## src/rtl/ps2_pkg.sv

```systemverilog
// Shared PS/2 definitions: host-transmit FSM states, parity helper and default line timing.
package ps2_pkg;

    localparam int unsigned PS2_INHIBIT_CYCLES = 5000;
    localparam int unsigned PS2_REQ_CYCLES     = 250;
    localparam int unsigned PS2_TIMEOUT_CYCLES = 750000;
    localparam int unsigned PS2_FILTER_LEN     = 8;
    localparam int unsigned PS2_TO_W           = 20;
    localparam int unsigned PS2_BIT_W          = 4;
    localparam int unsigned PS2_LAST_FALL_IDX  = 10;

    typedef enum logic [2:0] {
        ST_IDLE      = 3'd0,
        ST_INHIBIT   = 3'd1,
        ST_REQ       = 3'd2,
        ST_SEND      = 3'd3,
        ST_WAIT_IDLE = 3'd4
    } ps2_state_e;

    // Odd parity bit: makes the total count of ones in data+parity odd.
    function automatic logic odd_parity(input logic [7:0] d);
        return ~^d;
    endfunction

endpackage

```

## src/rtl/ps2_line_filter.sv

```systemverilog
// Conditions one raw PS/2 pad level: 2-flop synchroniser, persistence glitch filter,
// and a one-cycle pulse on each accepted 1->0 transition.
module ps2_line_filter
    import ps2_pkg::*;
#(
    parameter int unsigned FILTER_LEN = PS2_FILTER_LEN
) (
    input  logic clk,
    input  logic reset,
    input  logic pad,
    output logic level,
    output logic fall
);

    localparam int unsigned CNT_W = $clog2(FILTER_LEN + 1);
    localparam logic [CNT_W-1:0] CNT_LAST = CNT_W'(FILTER_LEN - 1);

    logic             sync1;
    logic             sync2;
    logic [CNT_W-1:0] cnt;

    // Level flips only after FILTER_LEN consecutive samples disagree with it.
    always_ff @(posedge clk) begin
        if (reset) begin
            sync1 <= 1'b1;
            sync2 <= 1'b1;
            level <= 1'b1;
            cnt   <= '0;
            fall  <= 1'b0;
        end else begin
            sync1 <= pad;
            sync2 <= sync1;
            fall  <= 1'b0;
            if (sync2 == level) begin
                cnt <= '0;
            end else if (cnt == CNT_LAST) begin
                level <= sync2;
                cnt   <= '0;
                fall  <= ~sync2;
            end else begin
                cnt <= cnt + CNT_W'(1);
            end
        end
    end

endmodule

```

## src/rtl/ps2_host_tx.sv

```systemverilog
// PS/2 host-to-device command transmitter: inhibit, request-to-send, device-clocked
// shift of data/parity/stop, acknowledge check and whole-transaction timeout.
module ps2_host_tx
    import ps2_pkg::*;
#(
    parameter int unsigned INHIBIT_CYCLES = PS2_INHIBIT_CYCLES,
    parameter int unsigned REQ_CYCLES     = PS2_REQ_CYCLES,
    parameter int unsigned TIMEOUT_CYCLES = PS2_TIMEOUT_CYCLES,
    parameter int unsigned FILTER_LEN     = PS2_FILTER_LEN
) (
    input  logic       clk,
    input  logic       reset,
    input  logic       ps2_in__clk,
    input  logic       ps2_in__data,
    output logic       ps2_out__clk,
    output logic       ps2_out__data,
    input  logic       tx_valid,
    input  logic [7:0] tx_data,
    output logic       tx_ready,
    output logic       busy,
    output logic       done,
    output logic       ack_ok,
    output logic       timeout
);

    localparam int unsigned PH_MAX = (INHIBIT_CYCLES > REQ_CYCLES) ? INHIBIT_CYCLES : REQ_CYCLES;
    localparam int unsigned PH_W   = $clog2(PH_MAX + 1);
    localparam int unsigned TO_W   = PS2_TO_W;
    localparam int unsigned BIT_W  = PS2_BIT_W;

    localparam logic [PH_W-1:0]  INH_LAST = PH_W'(INHIBIT_CYCLES - 1);
    localparam logic [PH_W-1:0]  REQ_LAST = PH_W'(REQ_CYCLES - 1);
    localparam logic [TO_W-1:0]  TO_LAST  = TO_W'(TIMEOUT_CYCLES - 1);
    localparam logic [BIT_W-1:0] BIT_LAST = BIT_W'(PS2_LAST_FALL_IDX);

    ps2_state_e       state;
    ps2_state_e       next_state;

    logic             clk_lvl;
    logic             clk_fall;
    logic             data_lvl;
    logic             unused_data_fall;

    logic [PH_W-1:0]  ph_cnt;
    logic [TO_W-1:0]  to_cnt;
    logic [BIT_W-1:0] bit_cnt;
    logic [7:0]       shreg;
    logic             parity;
    logic             ack_bit;

    logic             accept_c;
    logic             to_hit_c;
    logic             tx_bit_c;

    logic             clk_nxt;
    logic             data_nxt;
    logic             done_nxt;
    logic             ack_nxt;
    logic             timeout_nxt;

    ps2_line_filter #(.FILTER_LEN(FILTER_LEN)) u_clk_filter (
        .clk   (clk),
        .reset (reset),
        .pad   (ps2_in__clk),
        .level (clk_lvl),
        .fall  (clk_fall)
    );

    ps2_line_filter #(.FILTER_LEN(FILTER_LEN)) u_data_filter (
        .clk   (clk),
        .reset (reset),
        .pad   (ps2_in__data),
        .level (data_lvl),
        .fall  (unused_data_fall)
    );

    assign accept_c = tx_valid && (state == ST_IDLE);
    assign to_hit_c = (state != ST_IDLE) && (to_cnt == TO_LAST);

    // Bit placed on the line at the next device clock fall: data LSB first, parity, then stop.
    always_comb begin
        tx_bit_c = 1'b1;
        if (bit_cnt < BIT_W'(8)) begin
            tx_bit_c = shreg[bit_cnt[2:0]];
        end else if (bit_cnt == BIT_W'(8)) begin
            tx_bit_c = parity;
        end
    end

    always_ff @(posedge clk) begin
        if (reset) begin
            state <= ST_IDLE;
        end else begin
            state <= next_state;
        end
    end

    always_comb begin
        next_state = state;
        case (state)
            ST_IDLE:      if (accept_c) next_state = ST_INHIBIT;
            ST_INHIBIT:   if (ph_cnt == INH_LAST) next_state = ST_REQ;
            ST_REQ:       if (ph_cnt == REQ_LAST) next_state = ST_SEND;
            ST_SEND:      if (clk_fall && (bit_cnt == BIT_LAST)) next_state = ST_WAIT_IDLE;
            ST_WAIT_IDLE: if (clk_lvl && data_lvl) next_state = ST_IDLE;
            default:      next_state = ST_IDLE;
        endcase
        if (to_hit_c) begin
            next_state = ST_IDLE;
        end
    end

    // Next values of the registered outputs, keyed on the state being entered.
    always_comb begin
        clk_nxt     = 1'b1;
        data_nxt    = 1'b1;
        done_nxt    = 1'b0;
        ack_nxt     = 1'b0;
        timeout_nxt = to_hit_c;
        case (next_state)
            ST_INHIBIT: clk_nxt = 1'b0;
            ST_REQ: begin
                clk_nxt  = 1'b0;
                data_nxt = 1'b0;
            end
            ST_SEND: begin
                data_nxt = ((state == ST_SEND) && clk_fall) ? tx_bit_c : ps2_out__data;
            end
            default: begin
                clk_nxt  = 1'b1;
                data_nxt = 1'b1;
            end
        endcase
        if ((state == ST_WAIT_IDLE) && (next_state == ST_IDLE) && !to_hit_c) begin
            done_nxt = 1'b1;
            ack_nxt  = ack_bit;
        end
    end

    always_ff @(posedge clk) begin
        if (reset) begin
            ph_cnt  <= '0;
            to_cnt  <= '0;
            bit_cnt <= '0;
            shreg   <= '0;
            parity  <= 1'b0;
            ack_bit <= 1'b0;
        end else begin
            if (accept_c) begin
                shreg   <= tx_data;
                parity  <= odd_parity(tx_data);
                to_cnt  <= '0;
                bit_cnt <= '0;
                ack_bit <= 1'b0;
            end else if (state != ST_IDLE) begin
                to_cnt <= to_cnt + TO_W'(1);
            end

            if ((next_state == state) && ((state == ST_INHIBIT) || (state == ST_REQ))) begin
                ph_cnt <= ph_cnt + PH_W'(1);
            end else begin
                ph_cnt <= '0;
            end

            // Device clock falls only advance the shifter while sending.
            if ((state == ST_SEND) && clk_fall) begin
                bit_cnt <= bit_cnt + BIT_W'(1);
                if (bit_cnt == BIT_LAST) begin
                    ack_bit <= ~data_lvl;
                end
            end
        end
    end

    always_ff @(posedge clk) begin
        if (reset) begin
            ps2_out__clk  <= 1'b1;
            ps2_out__data <= 1'b1;
            tx_ready      <= 1'b1;
            busy          <= 1'b0;
            done          <= 1'b0;
            ack_ok        <= 1'b0;
            timeout       <= 1'b0;
        end else begin
            ps2_out__clk  <= clk_nxt;
            ps2_out__data <= data_nxt;
            tx_ready      <= (next_state == ST_IDLE);
            busy          <= (next_state != ST_IDLE);
            done          <= done_nxt;
            ack_ok        <= ack_nxt;
            timeout       <= timeout_nxt;
        end
    end

endmodule

```

## config.mk

```make
export PLATFORM = sky130hd
export DESIGN_NAME = ps2_host_tx
export DESIGN_NICKNAME = d
export VERILOG_FILES = /design/src/rtl/ps2_pkg.sv /design/src/rtl/ps2_line_filter.sv /design/src/rtl/ps2_host_tx.sv
export SDC_FILE = /design/constraint.sdc
export NUM_CORES = 1
export LEC_CHECK = 0
export ABC_AREA = 1
export CAP_MARGIN = 20
export CELL_PAD_IN_SITES_DETAIL_PLACEMENT = 0
export CELL_PAD_IN_SITES_GLOBAL_PLACEMENT = 2
export CORE_ASPECT_RATIO = 0.7
export CORE_MARGIN = 1
export CORE_UTILIZATION = 40
export DETAILED_ROUTE_END_ITERATION = 8
export DONT_BUFFER_PORTS = 1
export GPL_ROUTABILITY_DRIVEN = 0
export PLACE_DENSITY_LB_ADDON = 0.1
export REMOVE_ABC_BUFFERS = 1
export SLEW_MARGIN = 20
export SYNTH_ARGS = -nofsm -noshare
export SYNTH_HDL_FRONTEND = slang
export SYNTH_SLANG_ARGS = --single-unit
```

## constraint.sdc

```tcl
create_clock -name clk -period 5 [get_ports clk]
set_input_delay 1 -clock clk [delete_from_list [all_inputs] [get_ports clk]]
set_output_delay 1 -clock clk [all_outputs]
set_load 0.01 [all_outputs]
```

# Word-level counts from Yosys, hierarchy flattened
# Index checks and enable logic that the tools add are counted.
# W data, S select, Z words.
# word_totals
latchBits	0
mem_count	0
output_inout_bits	7
reg_bits	72
rom_bits	0
in_bits	13
elab_cells	100
mem_bits_rw	0
# op_classes
eq_ne	18
muxes	20
n_addsub	5
n_reduce_logical	25
order_cmp	2
n_bitwise	7
mul	0
n_shift	0
div_mod_pow	0
# ops
cell	count
$add A20 B1 Y20 const B	1
$eq A20 B20 Y1 const B	1
$mux W3	6
$pmux W3 S5	1
$add A13 B1 Y13 const B	1
$eq A13 B13 Y1 const B	1
$eq A13 B8 Y1 const B	1
$add A4 B1 Y4 const B	3
$eq A3 B2 Y1 const B	4
$mux W1	9
$reduce_or A3 Y1	3
$eq A4 B3 Y1 const B	2
$eq A4 B4 Y1 const B	2
$logic_and A1 B1 Y1	8
$mux W4	2
$reduce_or A2 Y1	4
$reduce_xnor A8 Y1	1
$not A1 Y1	7
$eq A3 B1 Y1 const B	2
$logic_not A3 Y1	2
$reduce_bool A3 Y1	2
$lt A3 B4 Y1 const B	1
$lt A4 B4 Y1 const B	1
$reduce_and A2 Y1	2
other kinds (9)	10

# Logic depth before layout (Yosys ltp)
# Gate-level depths: netlist of run 1.
# depth
word_depth	10
ltp_mapped	14
mapped_depth_nobuf	13

# By module
# Synthesis of run 1 repeated with hierarchy kept, for this count alone.
# unflattened
hier_cells	489
area_unflattened_um2	3653.5
# by_module_without_submodules
mod	seq_area_each_um2	area_per_inst_um2	cells_each	instances
ps2_host_tx	1141.1	3050.4	417	1
ps2_line_filter	160.2	301.5	36	2

# Worst setup path before layout of run 1
# OpenSTA, ideal clock, no wires.
# synth_path
path_type	input port to flip-flop
start	input tx_valid
end	register ph_cnt[10]
setup_time_ns	0.116
required_ns	4.884
path_buffers	1
t_arrival_ns	1.795
path_stages	10
path_slack_ns	3.088
path_cell_list	inv_1 -> nor2_4 -> nor2_2 -> nand3_2 -> nand2_2 -> nand2_1 -> nand2_1 -> nand3_2 -> buf_6 -> nor2_2
# synth_via
elab_chain_cells	8
# synth_rtl
element	line_no	source
start: declaration	ps2_host_tx.sv:17	input logic tx_valid,
$logic_and A1 B1 Y1	ps2_host_tx.sv:77	assign accept_c = tx_valid && (state == ST_IDLE);
$mux W3	ps2_host_tx.sv:101	ST_IDLE: if (accept_c) next_state = ST_INHIBIT;
$pmux W3 S5	ps2_host_tx.sv:100	case (state)
$mux W3	ps2_host_tx.sv:108	if (to_hit_c) begin
$eq A3 B3 Y1	ps2_host_tx.sv:159	if ((next_state == state) && ((state == ST_INHIBIT) || (state == ST_REQ))) begin
$logic_and A1 B1 Y1	ps2_host_tx.sv:159	
$not A1 Y1 (no line)	--	
$reduce_or A2 Y1 (no line)	--	
end signal: assignment	ps2_host_tx.sv:160	ph_cnt <= ph_cnt + PH_W'(1);
end: declaration	ps2_host_tx.sv:44	logic [PH_W-1:0] ph_cnt;
# Every way passes these cells.
# A chain may end at the register's enable or synchronous reset.

# Worst setup path in the final report of run 1
# layout_path
start	input tx_valid
end	register to_cnt[15]
# layout_via
elab_chain_cells	2
# layout_rtl
element	line_no	source
$logic_and A1 B1 Y1	ps2_host_tx.sv:77	
$reduce_or A2 Y1 (no line)	--	
end signal: assignment	ps2_host_tx.sv:156	to_cnt <= to_cnt + TO_W'(1);
end: declaration	ps2_host_tx.sv:45	logic [TO_W-1:0] to_cnt;
# Every way passes these cells.

==> summary.txt, run 1 <==
Detailed routing
  • Wire length on met1: 4.03 mm
  • First DRT Iteration DRCs: 131
  • Routed vias/inst: 4.80
  • Met3 WL: 266 um
  • Routed WL: 7.10 mm
  • Highest routed layer: met4
  • Routed Antenna Nets: 0
  • Initial DRT Pass Iterations: 6
  • Average detailed-routed wire length per instance: 12.6 um
  • DRC errors left: 0
  • Detailed-route via count: 2,710
  • DR WL met2: 2.72 mm

Clock network
  • Num CTS Buffers: 9
  • Clock transition at the registers of the reported paths: 0.06 ns
  • H-tree depth reported by CTS: 3
  • Sinks on the clock net: 72
  • Cts-stage hold buffer count: 0
  • Root Buffer Master: sky130_fd_sc_hd__clkbuf_16
  • Worst skew pair latency: 0.33 ns
  • Clock tree from TritonCTS: built
  • Post-CTS Setup Repair Bufs: 0
  • Worst-case clock buffer depth: 2
  • Quantity of gates resized following cts: 0

Logic synthesis
  • Sequential-to-total area share from yosys stat: 42.0%
  • Distinct cell type count of the synthesized netlist: 34
  • Register bit count reported by yosys: 72
  • Cells after Synth: 453
  • Most common flop cell mapped by yosys: sky130_fd_sc_hd__dfxtp_1
  • Post-synthesis instance area: 3430 sq um
  • Yosys synthesis warning count: 0
  • Avg Inst Size Synth: 7.58 sq um
  • Ys async rst share: 0%
  • Number of enable flip-flop cells after synthesis: 0

GRT
  • Global-route wire length before repair: 12.2 mm
  • Aggregate global-route resource usage: 17.7%
  • Gr ovfl total: 0
  • Largest net degree at the start of global routing: 20
  • Antenna violations before repair: 0
  • Vias in the first global route: 2,562

Cells and area
  • Area growth from synthesis to layout: 11.7%
  • Number of filler instances in the final layout: 823
  • Layout net count: 479
  • Antenna fix cells: 0
  • Fraction of final layout cells with drive strength greater than 1: 12.5%
  • Count of placed standard cells in the final layout, fillers left out: 564

Critical path
  • Setup crit start kind: input port
  • Crit path required time: 5.26 ns
  • Crit path largest cell delay: 0.52 ns
  • Crit path max-delay cell type: sky130_fd_sc_hd__nand2_1
  • Library cell appearing most often on the critical path: sky130_fd_sc_hd__inv_1
  • Critical Path Fanout Max: 19
  • Sequence of cells on the critical path: inv_1, nor2_4, inv_1, nand2_1, inv_1, o21ai_0, a21oi_1
  • Worst setup EP type: register
  • Setup CP Type: input port to register
  • Endpoint arrival time on the critical path: 2.43 ns

STA
  • Final worst setup slack: 2.83 ns
  • Fraction of the cycle the final worst path needs: 43.3%
  • Final Setup Violations: 0
  • Setup TNS: 0 ns
  • Skew final: 0.00522 ns
  • Worst slew margin: 54.0%
  • Minimum clock period after layout: 2.17 ns
  • Hold violation total from the final report: 0
  • Highest attainable clock frequency: 462 MHz
  • Slew Viols, Final: 0
  • RSZ-0062 raised after global routing: no
  • Worst-Margin Slew: 0.688 ns

Power
  • Switching power of the nets: 0.296 mW
  • Proportion of power drawn by flip-flops and latches: 45.6%
  • Cell Int Power: 1.01 mW
  • Peak supply drop: 0.220 mV
  • Switching power as a share of total power: 22.7%
  • Portion of total power attributed to the clock network: 49.8%
  • P per Cell Area: 340 nW/um^2
  • Total power draw: 1.30 mW
  • Comb power frac: 4.6%
  • Static leakage: 1.39 nW

Place
  • Hpwl dp: 5.33 mm
  • Port-buffer cells: 0
  • Setup slack after placement: 2.44 ns
  • Total placed cells including tap cells: 548

Floorplan
  • Cell Rows: 27
  • Floorplan die area: 8960 sq um
  • Top-level port count: 20
  • Core Region: 8070 sq um
  • Chip height: 79.5 um
  • Starting density of the core: 42.5%
  • Die boundary width: 113 um

Hold path
  • Class of the most critical hold timing path: register to register

Run status
  • Outcome: complete, no violations

Flow run
  • Total of max-cap violations: 0
## placed cells by master, fill, tap and decap left out, types with 8 or more instances in the layout
cell                        Yosys  final
sky130_fd_sc_hd__nand2_1       78     78
sky130_fd_sc_hd__dfxtp_1       72     72
sky130_fd_sc_hd__nor2_1        60     60
sky130_fd_sc_hd__inv_1         50     50
sky130_fd_sc_hd__a21oi_1       29     29
sky130_fd_sc_hd__nand3_1       26     26
sky130_fd_sc_hd__o21ai_0       19     19
sky130_fd_sc_hd__xor2_1        16     16
sky130_fd_sc_hd__nor2_2        14     14
sky130_fd_sc_hd__xnor2_1       12     12
sky130_fd_sc_hd__nand4_1        9      9
sky130_fd_sc_hd__clkbuf_16      0      9
sky130_fd_sc_hd__nor3_1         8      8
sky130_fd_sc_hd__ha_1           8      8
## synth_stat cells (all sizes together), types with 3 or more instances
library cell,count,area [sq um]
or2,8,50.1
o211ai,4,30.0
o21ai,19,95.1
nand2,83,324
nor3,9,50.1
clkbuf,4,15.0
nor2,79,369
o21a,3,22.5
nor4,3,18.8
xnor2,12,105
ha,8,100
dfxtp,72,1440
nand3,30,178
inv,56,210
nand4,10,77.6
xor2,16,140
a21oi,29,145
## per-stage QoR
| step | hold WS (ns) | utilization [%] | area (sq um) |
|---|---|---|---|
| floorplan | 0.389 | - | 3400 |
| global placement | 0.392 | 43.7 | 3530 |
| detailed placement | 0.400 | 43.7 | 3530 |
| CTS | 0.419 | 47.5 | 3830 |
| global route | 0.423 | 47.5 | 3830 |
| finish | 0.412 | 47.5 | 3830 |
## power by group through the flow
stage / combinational (mW) / sequential, mW / clock (mW)
2_1_floorplan: 0.0466 / 0.605 / 0
3_3_place_gp: 0.0604 / 0.606 / 0
3_5_place_dp: 0.0611 / 0.606 / 0
4_1_cts: 0.0615 / 0.594 / 0.669
5_1_grt: 0.0698 / 0.595 / 0.696
6_report: 0.0602 / 0.594 / 0.650
## sequential cells by signal (all words and copies together), names as in the netlist, 3 cells and up
register           count
bit_cnt                4
state                  3
to_cnt                20
u_data_filter.cnt      4
u_clk_filter.cnt       4
shreg                  8
ph_cnt                13
## layout make-up
cell class | instances | area, sq um | area share [%]
clock buffer | 10 | 239 | 6.23
clock inverter | 6 | 67.6 | 1.76
inverter | 56 | 210 | 5.48
multi-input combinational | 319 | 1750 | 45.6
sequential | 72 | 1440 | 37.6
tap | 101 | 126 | 3.30
## worst max-delay path: cells and delay by family
| family | cells | cell delay (ns) |
|---|---|---|
| buffers and inverters | 3 | 0.60 |
| and+or+nand+nor | 2 | 0.58 |
| AOI/OAI and AO/OA | 2 | 0.23 |
## metal layers
layer	vias up	GRT usage [%]
li1	1464	-
met1	1206	24.9
met2	31	25.2
met3	9	5.54
met4	0	6.00
met5	-	0
## cells by family (layout without fill, tap and decap cells)
| family | Yosys count | after routing | share of synthesized area (%) |
|---|---|---|---|
| and+or+nand+nor | 226 | 226 | 31.9 |
| DFF | 72 | 72 | 42.0 |
| buffers and inverters | 62 | 72 | 7.03 |
| AOI/OAI and AO/OA | 57 | 57 | 9.04 |
| xor gates and xnor gates | 28 | 28 | 7.14 |
| adders and majority gates | 8 | 8 | 2.92 |
## path summary, 6_finish.rpt
kind | startpoint | endpoint | slack, ns | cells past startpoint
max | tx_valid | to_cnt[15] | 2.83 | 7
min | u_clk_filter.sync1 | u_clk_filter.sync2 | 0.41 | 1
max reg2reg | state[2] | to_cnt[15] | 2.86 | 8
min reg2reg | u_clk_filter.sync1 | u_clk_filter.sync2 | 0.41 | 1
No activity file was read; power rests on OpenSTA's default activity.
==> run 2: changes to the inputs <==
--- a/config.mk
+++ b/config.mk
@@ -11,7 +11,7 @@
 export CELL_PAD_IN_SITES_GLOBAL_PLACEMENT = 2
 export CORE_ASPECT_RATIO = 0.7
 export CORE_MARGIN = 1
-export CORE_UTILIZATION = 40
+export CORE_UTILIZATION = 37
 export DETAILED_ROUTE_END_ITERATION = 8
 export DONT_BUFFER_PORTS = 1
 export GPL_ROUTABILITY_DRIVEN = 0
==> constraint.sdc (replaced) <==
create_clock -name clk -period 2.1 [get_ports clk]
set_input_delay 0.42 -clock clk [delete_from_list [all_inputs] [get_ports clk]]
set_output_delay 0.42 -clock clk [all_outputs]
set_load 0.01 [all_outputs]
==> summary.txt, run 2 (synthesized netlist as in run 1, its figures left out) <==
Detailed routing
  • Routed WL: 7.22 mm (+1.7%)
  • DRC errors left: 0 (unchanged)
  • Detailed-route via count: 2,732 (+0.81%)
  • Average detailed-routed wire length per instance: 12.3 um (-2.2%)
  • Routed vias/inst: 4.65 (-3.1%)
  • First DRT Iteration DRCs: 75 (-43%)
  • Routed Antenna Nets: 0 (unchanged)
  • Initial DRT Pass Iterations: 5 (-1)

STA
  • Worst slew margin: 68.3% (+14 points)
  • Highest attainable clock frequency: 549 MHz
  • Final Setup Violations: 0 (unchanged)
  • Skew final: 0.00540 ns (+0.000179 ns)
  • Slew Viols, Final: 0 (unchanged)
  • Fraction of the cycle the final worst path needs: 86.8%
  • Setup TNS: 0 ns (unchanged)
  • Minimum clock period after layout: 1.82 ns
  • Worst-Margin Slew: 0.471 ns (-0.217 ns)
  • Hold violation total from the final report: 0 (unchanged)
  • Tightest hold margin: 0.157 ns (-0.255 ns)
  • RSZ-0062 raised after global routing: no

Critical path
  • Setup CP Type: register to register
  • Crit path required time: 2.37 ns (-2.89 ns)
  • Worst setup EP type: register
  • Endpoint arrival time on the critical path: 2.09 ns (-0.34 ns)
  • Critical Path Fanout Max: 13 (-6)
  • Setup crit start kind: register

GRT
  • Global-route wire length before repair: 12.1 mm (-0.28%)
  • Gr ovfl total: 0 (unchanged)
  • Aggregate global-route resource usage: 16.7% (-0.97 points)
  • Antenna violations before repair: 0 (unchanged)
  • Largest net degree at the start of global routing: 20 (unchanged)
  • Vias in the first global route: 2,479 (-3.2%)

Cells and area
  • Largest registers ranked by flip-flop count: to_cnt: 20 flops, ph_cnt: 13 flops, shreg: 8 flops
  • Layout net count: 483 (+0.84%)
  • Number of flip-flops in the largest register: 20 (unchanged)
  • Count of placed standard cells in the final layout, fillers left out: 587 (+4.1%)
  • Most common cell after layout, fill and taps aside: sky130_fd_sc_hd__nand2_1
  • Biggest register: to_cnt
  • Share of the core filled with cells: 44.9% (-2.6 points)
  • Antenna fix cells: 0 (unchanged)
  • Fraction of final layout cells with drive strength greater than 1: 13.3% (+0.75 points)
  • Area growth from synthesis to layout: 14.1%
  • Commonest non-fill, non-tap cells in the layout: sky130_fd_sc_hd__nand2_1 (78), sky130_fd_sc_hd__dfxtp_1 (72), sky130_fd_sc_hd__nor2_1 (60), sky130_fd_sc_hd__inv_1 (50), sky130_fd_sc_hd__a21oi_1 (29)

Power
  • Comb power frac: 4.7% (about the same)
  • P per Cell Area: 827 nW/um^2 (+140%)
  • Static leakage: 1.43 nW (+2.3%)
  • Switching power as a share of total power: 22.8% (+0.065 points)
  • Peak supply drop: 0.376 mV (+71%)
  • Cell Int Power: 2.50 mW (+150%)
  • Switching power of the nets: 0.738 mW (+150%)
  • Proportion of power drawn by flip-flops and latches: 43.6% (-2.0 points)
  • Total power draw: 3.24 mW (+150%)
  • Portion of total power attributed to the clock network: 51.7% (+1.9 points)

Floorplan
  • Starting density of the core: 39.4% (-3.2 points)
  • Top-level port count: 20 (unchanged)
  • Cell Rows: 28 (+3.7%)
  • Core Region: 8720 sq um (+8.0%)
  • Floorplan die area: 9670 sq um (+7.9%)
  • Die boundary width: 117 um (+3.9%)
  • Chip height: 82.6 um (+3.9%)

Place
  • Total placed cells including tap cells: 571 (+4.2%)
  • Port-buffer cells: 0 (unchanged)
  • Hpwl dp: 5.36 mm (+0.54%)

Clock network
  • Sinks on the clock net: 72 (unchanged)
  • Clock tree from TritonCTS: built
  • Num CTS Buffers: 9 (unchanged)
  • Root Buffer Master: sky130_fd_sc_hd__clkbuf_16
  • Worst-case clock buffer depth: 2 (unchanged)
  • Clock transition at the registers of the reported paths: 0.06 ns (about the same)
  • Post-CTS Setup Repair Bufs: 0 (unchanged)
  • Worst skew pair latency: 0.33 ns (about the same)
  • H-tree depth reported by CTS: 3 (unchanged)
  • Quantity of gates resized following cts: 0 (unchanged)
  • Cts-stage hold buffer count: 0 (unchanged)

Hold path
  • Class of the most critical hold timing path: input port to register

Flow run
  • Total of max-cap violations: 0 (unchanged)

Run status
  • Outcome: complete, no violations
-- run 2: area by class of cell --
class | instances | area [sq um]
inverter | 56 | 210
clock inverter | 7 | 103
timing repair buffer | 4 | 30.0
multi-input combinational | 319 | 1760
clock buffer | 9 | 225
fill | 898 | 4810
tap | 120 | 150
sequential | 72 | 1440
-- run 2: final timing paths --
| path | startpoint | endpoint | slack [ns] | cells after the start |
|---|---|---|---|---|
| setup / recovery | bit_cnt[1] | ph_cnt[0] | 0.28 | 11 |
| hold / removal | reset | bit_cnt[1] | 0.16 | 1 |
| setup reg to reg | bit_cnt[1] | ph_cnt[0] | 0.28 | 11 |
| hold reg to reg | u_clk_filter.sync1 | u_clk_filter.sync2 | 0.41 | 1 |
-- run 2: per-layer routing --
layer  wire length [um]  GRT usage [%]
met3                314           4.53
met1               4150           25.3
met4                 88           5.32
met2               2670           22.2
met5                  0              0
-- run 2: worst max-delay path, stage by stage (launching register included) --
cell and delay, ns:
sky130_fd_sc_hd__dfxtp_1 0.42, sky130_fd_sc_hd__ha_1 0.18, sky130_fd_sc_hd__nand2_1 0.06, sky130_fd_sc_hd__nor2_2 0.16
sky130_fd_sc_hd__nor2_1 0.07, sky130_fd_sc_hd__nor2_2 0.11, sky130_fd_sc_hd__nand3_2 0.13, sky130_fd_sc_hd__nand2_2 0.11
sky130_fd_sc_hd__nand2_1 0.06, sky130_fd_sc_hd__nand2_1 0.10, sky130_fd_sc_hd__nand3_4 0.21, sky130_fd_sc_hd__nor2_1 0.14
-- run 2: power by group through the flow --
stage | Combinational (mW) | Clock [mW] | Sequential (mW)
floorplan | 0.111 | 0 | 1.44
global placement | 0.152 | 0 | 1.44
detailed placement | 0.150 | 0 | 1.44
CTS | 0.152 | 1.72 | 1.41
global route | 0.174 | 1.77 | 1.42
finish | 0.152 | 1.67 | 1.41
-- run 2: stage by stage --
stage	worst slack, ns	cell area, sq um
global route	0.0862	3920
finish	0.278	3920
floorplan	0.318	3400
CTS	0.149	3910
detailed placement	0.164	3580
global placement	0.205	3580
==> run 3: changes to the inputs <==
--- a/config.mk
+++ b/config.mk
@@ -15,7 +15,7 @@
 export DETAILED_ROUTE_END_ITERATION = 8
 export DONT_BUFFER_PORTS = 1
 export GPL_ROUTABILITY_DRIVEN = 0
-export PLACE_DENSITY_LB_ADDON = 0.1
+export PLACE_DENSITY = 0.78
 export REMOVE_ABC_BUFFERS = 1
 export SLEW_MARGIN = 20
 export SYNTH_ARGS = -nofsm -noshare
==> summary.txt, run 3 (synthesized netlist as in run 1, its figures left out) <==
Run status
  • Outcome: complete, no violations

Power
  • Portion of total power attributed to the clock network: 49.1% (-2.6 points)
  • Static leakage: 1.41 nW (-1.0%)
  • Switching power of the nets: 0.709 mW (-3.9%)
  • Peak supply drop: 0.579 mV (+54%)
  • Total power draw: 3.08 mW (-5.0%)
  • Cell Int Power: 2.37 mW (-5.3%)
  • Switching power as a share of total power: 23.0% (+0.25 points)
  • Proportion of power drawn by flip-flops and latches: 45.9% (+2.3 points)
  • P per Cell Area: 791 nW/um^2 (-4.4%)
  • Comb power frac: 5.0% (+0.3 points)

STA
  • Final worst setup slack: 0.284 ns (+0.00639 ns)
  • Worst-Margin Slew: 0.443 ns (-0.0279 ns)
  • Hold violation total from the final report: 0 (unchanged)
  • Skew final: 0.00504 ns (-0.000359 ns)
  • Final Setup Violations: 0 (unchanged)
  • Worst slew margin: 70.1% (+1.9 points)
  • Fraction of the cycle the final worst path needs: 86.5% (-0.30 points)
  • RSZ-0062 raised after global routing: no
  • Minimum clock period after layout: 1.82 ns (-0.00639 ns)
  • Setup TNS: 0 ns (unchanged)
  • Slew Viols, Final: 0 (unchanged)
  • Tightest hold margin: 0.156 ns (-0.00126 ns)
  • Highest attainable clock frequency: 551 MHz (+0.35%)

Critical path
  • Reg-to-reg slack, setup: 0.28 ns (about the same)
  • Sequence of cells on the critical path: ha_1, nand2_1, nor2_2, nor2_1, nor2_2, nand3_2, nand2_2, nand2_1, nand2_1, nand3_4, nor2_1
  • Critical Path Fanout Max: 13 (unchanged)
  • Endpoint arrival time on the critical path: 2.08 ns (about the same)
  • Library cell appearing most often on the critical path: sky130_fd_sc_hd__nand2_1
  • Crit path largest cell delay: 0.43 ns (about the same)
  • Setup crit start kind: register
  • Crit path required time: 2.36 ns (about the same)
  • Worst setup EP type: register
  • Setup CP Type: register to register
  • Crit path max-delay cell type: sky130_fd_sc_hd__dfxtp_1
  • Critical register-to-register path endpoint: ph_cnt[2]
  • Reg2Reg Depth: 11 (unchanged)
  • FF-to-FF Start: bit_cnt[1]

Cells and area
  • Number of flip-flops in the largest register: 20 (unchanged)
  • Layout net count: 484 (+0.21%)
  • Largest registers ranked by flip-flop count: to_cnt: 20 flops, ph_cnt: 13 flops, shreg: 8 flops
  • Final Instance Area: 3890 sq um (-0.61%)
  • Commonest non-fill, non-tap cells in the layout: sky130_fd_sc_hd__nand2_1 (78), sky130_fd_sc_hd__dfxtp_1 (72), sky130_fd_sc_hd__nor2_1 (60), sky130_fd_sc_hd__inv_1 (50), sky130_fd_sc_hd__a21oi_1 (29)
  • Area growth from synthesis to layout: 13.4%
  • Biggest register: to_cnt
  • Most common cell after layout, fill and taps aside: sky130_fd_sc_hd__nand2_1
  • Fraction of final layout cells with drive strength greater than 1: 13.5% (+0.19 points)
  • Antenna fix cells: 0 (unchanged)

Place
  • Port-buffer cells: 0 (unchanged)
  • Setup slack after placement: 0.146 ns (-0.0183 ns)
  • Hpwl dp: 5.45 mm (+1.6%)
  • Cell area after placement: 3590 sq um (+0.21%)

Floorplan
  • Chip height: 82.6 um (unchanged)
  • Floorplan die area: 9670 sq um (unchanged)
  • Top-level port count: 20 (unchanged)
  • Die boundary width: 117 um (unchanged)
  • Cell Rows: 28 (unchanged)
  • Starting density of the core: 39.4% (unchanged)
  • Core Region: 8720 sq um (unchanged)

Detailed routing
  • Average detailed-routed wire length per instance: 12.3 um (+0.19%)
  • DRC errors left: 0 (unchanged)
  • Routed WL: 7.25 mm (+0.36%)
  • Routed vias/inst: 4.62 (-0.68%)
  • Routed Antenna Nets: 0 (unchanged)
  • Detailed-route via count: 2,718 (-0.51%)
  • Initial DRT Pass Iterations: 4 (-1)
  • First DRT Iteration DRCs: 96 (+28%)

Hold path
  • Hold Crit Depth: 1 (unchanged)
  • Class of the most critical hold timing path: input port to register
  • Endpoint of the worst hold path: bit_cnt[1]
  • Startpoint of the lowest-slack hold path: reset

Clock network
  • Post-CTS Setup Repair Bufs: 0 (unchanged)
  • Worst skew pair latency: 0.33 ns (about the same)
  • Root Buffer Master: sky130_fd_sc_hd__clkbuf_16
  • Clock tree from TritonCTS: built
  • Num CTS Buffers: 9 (unchanged)
  • Sinks on the clock net: 72 (unchanged)
  • Worst-case clock buffer depth: 2 (unchanged)
  • Clock transition at the registers of the reported paths: 0.06 ns (about the same)
  • H-tree depth reported by CTS: 3 (unchanged)

Flow run
  • Total of max-cap violations: 0 (unchanged)

GRT
  • Antenna violations before repair: 0 (unchanged)
  • Gr ovfl total: 0 (unchanged)
  • Vias in the first global route: 2,400 (-3.2%)
  • Global-route wire length before repair: 11.8 mm (-2.5%)
  • Aggregate global-route resource usage: 16.5% (-0.17 points)
  • Largest net degree at the start of global routing: 15 (-25%)
==> run 3: worst max-delay path by stage <==
stage | start | end | slack (ns) | depth (start not counted)
2_1_floorplan | bit_cnt[0] | ph_cnt[0] | 0.32 | 10
3_3_place_gp | bit_cnt[1] | ph_cnt[0] | 0.22 | 11
3_5_place_dp | bit_cnt[1] | ph_cnt[0] | 0.15 | 11
4_1_cts | bit_cnt[1] | ph_cnt[0] | 0.13 | 11
5_1_grt | bit_cnt[1] | ph_cnt[2] | 0.07 | 11
6_report | bit_cnt[1] | ph_cnt[2] | 0.28 | 11
==> run 3: per-stage QoR <==
| step | util (%) | cells |
|---|---|---|
| finish | 44.6 | 588 |
| global route | 44.6 | 588 |
| CTS | 44.5 | 588 |
| detailed placement | 41.2 | 572 |
| global placement | 41.2 | 572 |
| floorplan | - | 447 |
==> run 3: what timing repair did <==
action                                  4_1_cts  5_1_grt
endpoints found under the hold margin         0        0
hold buffers                                  0        0
gates resized for setup                       0        1
endpoints found under the setup margin        0       13
==> run 3: worst max-delay path: cells and delay by family, from the launching register on <==
family,cells,cell delay [ns]
adders and majority gates,1,0.18
DFF,1,0.43
and+or+nand+nor,10,1.14
==> run 3: power groups by stage <==
| stage | combinational [mW] | sequential (mW) | clock, mW |
|---|---|---|---|
| global placement | 0.152 | 1.44 | 0 |
| CTS | 0.154 | 1.41 | 1.56 |
| floorplan | 0.111 | 1.44 | 0 |
| finish | 0.154 | 1.41 | 1.51 |
| global route | 0.174 | 1.42 | 1.62 |
| detailed placement | 0.153 | 1.44 | 0 |
==> run 3: final cells by class <==
class	count	area [sq um]
tap	120	150
fill	895	4830
multi-input combinational	319	1760
sequential	72	1440
inverter	56	210
clock inverter	7	71.3
clock buffer	9	225
timing repair buffer	5	37.5
==> run 3: per-layer routing <==
metal / up-vias / share of wire, % / wire [um] / GRT usage (%)
met5: - / 0 / 0 / 0
met4: 0 / 0.36 / 26 / 6.46
met3: 2 / 3.4 / 248 / 5.04
met2: 32 / 38 / 2720 / 20.8
met1: 1204 / 59 / 4260 / 25.2
li1: 1480 / - / - / -
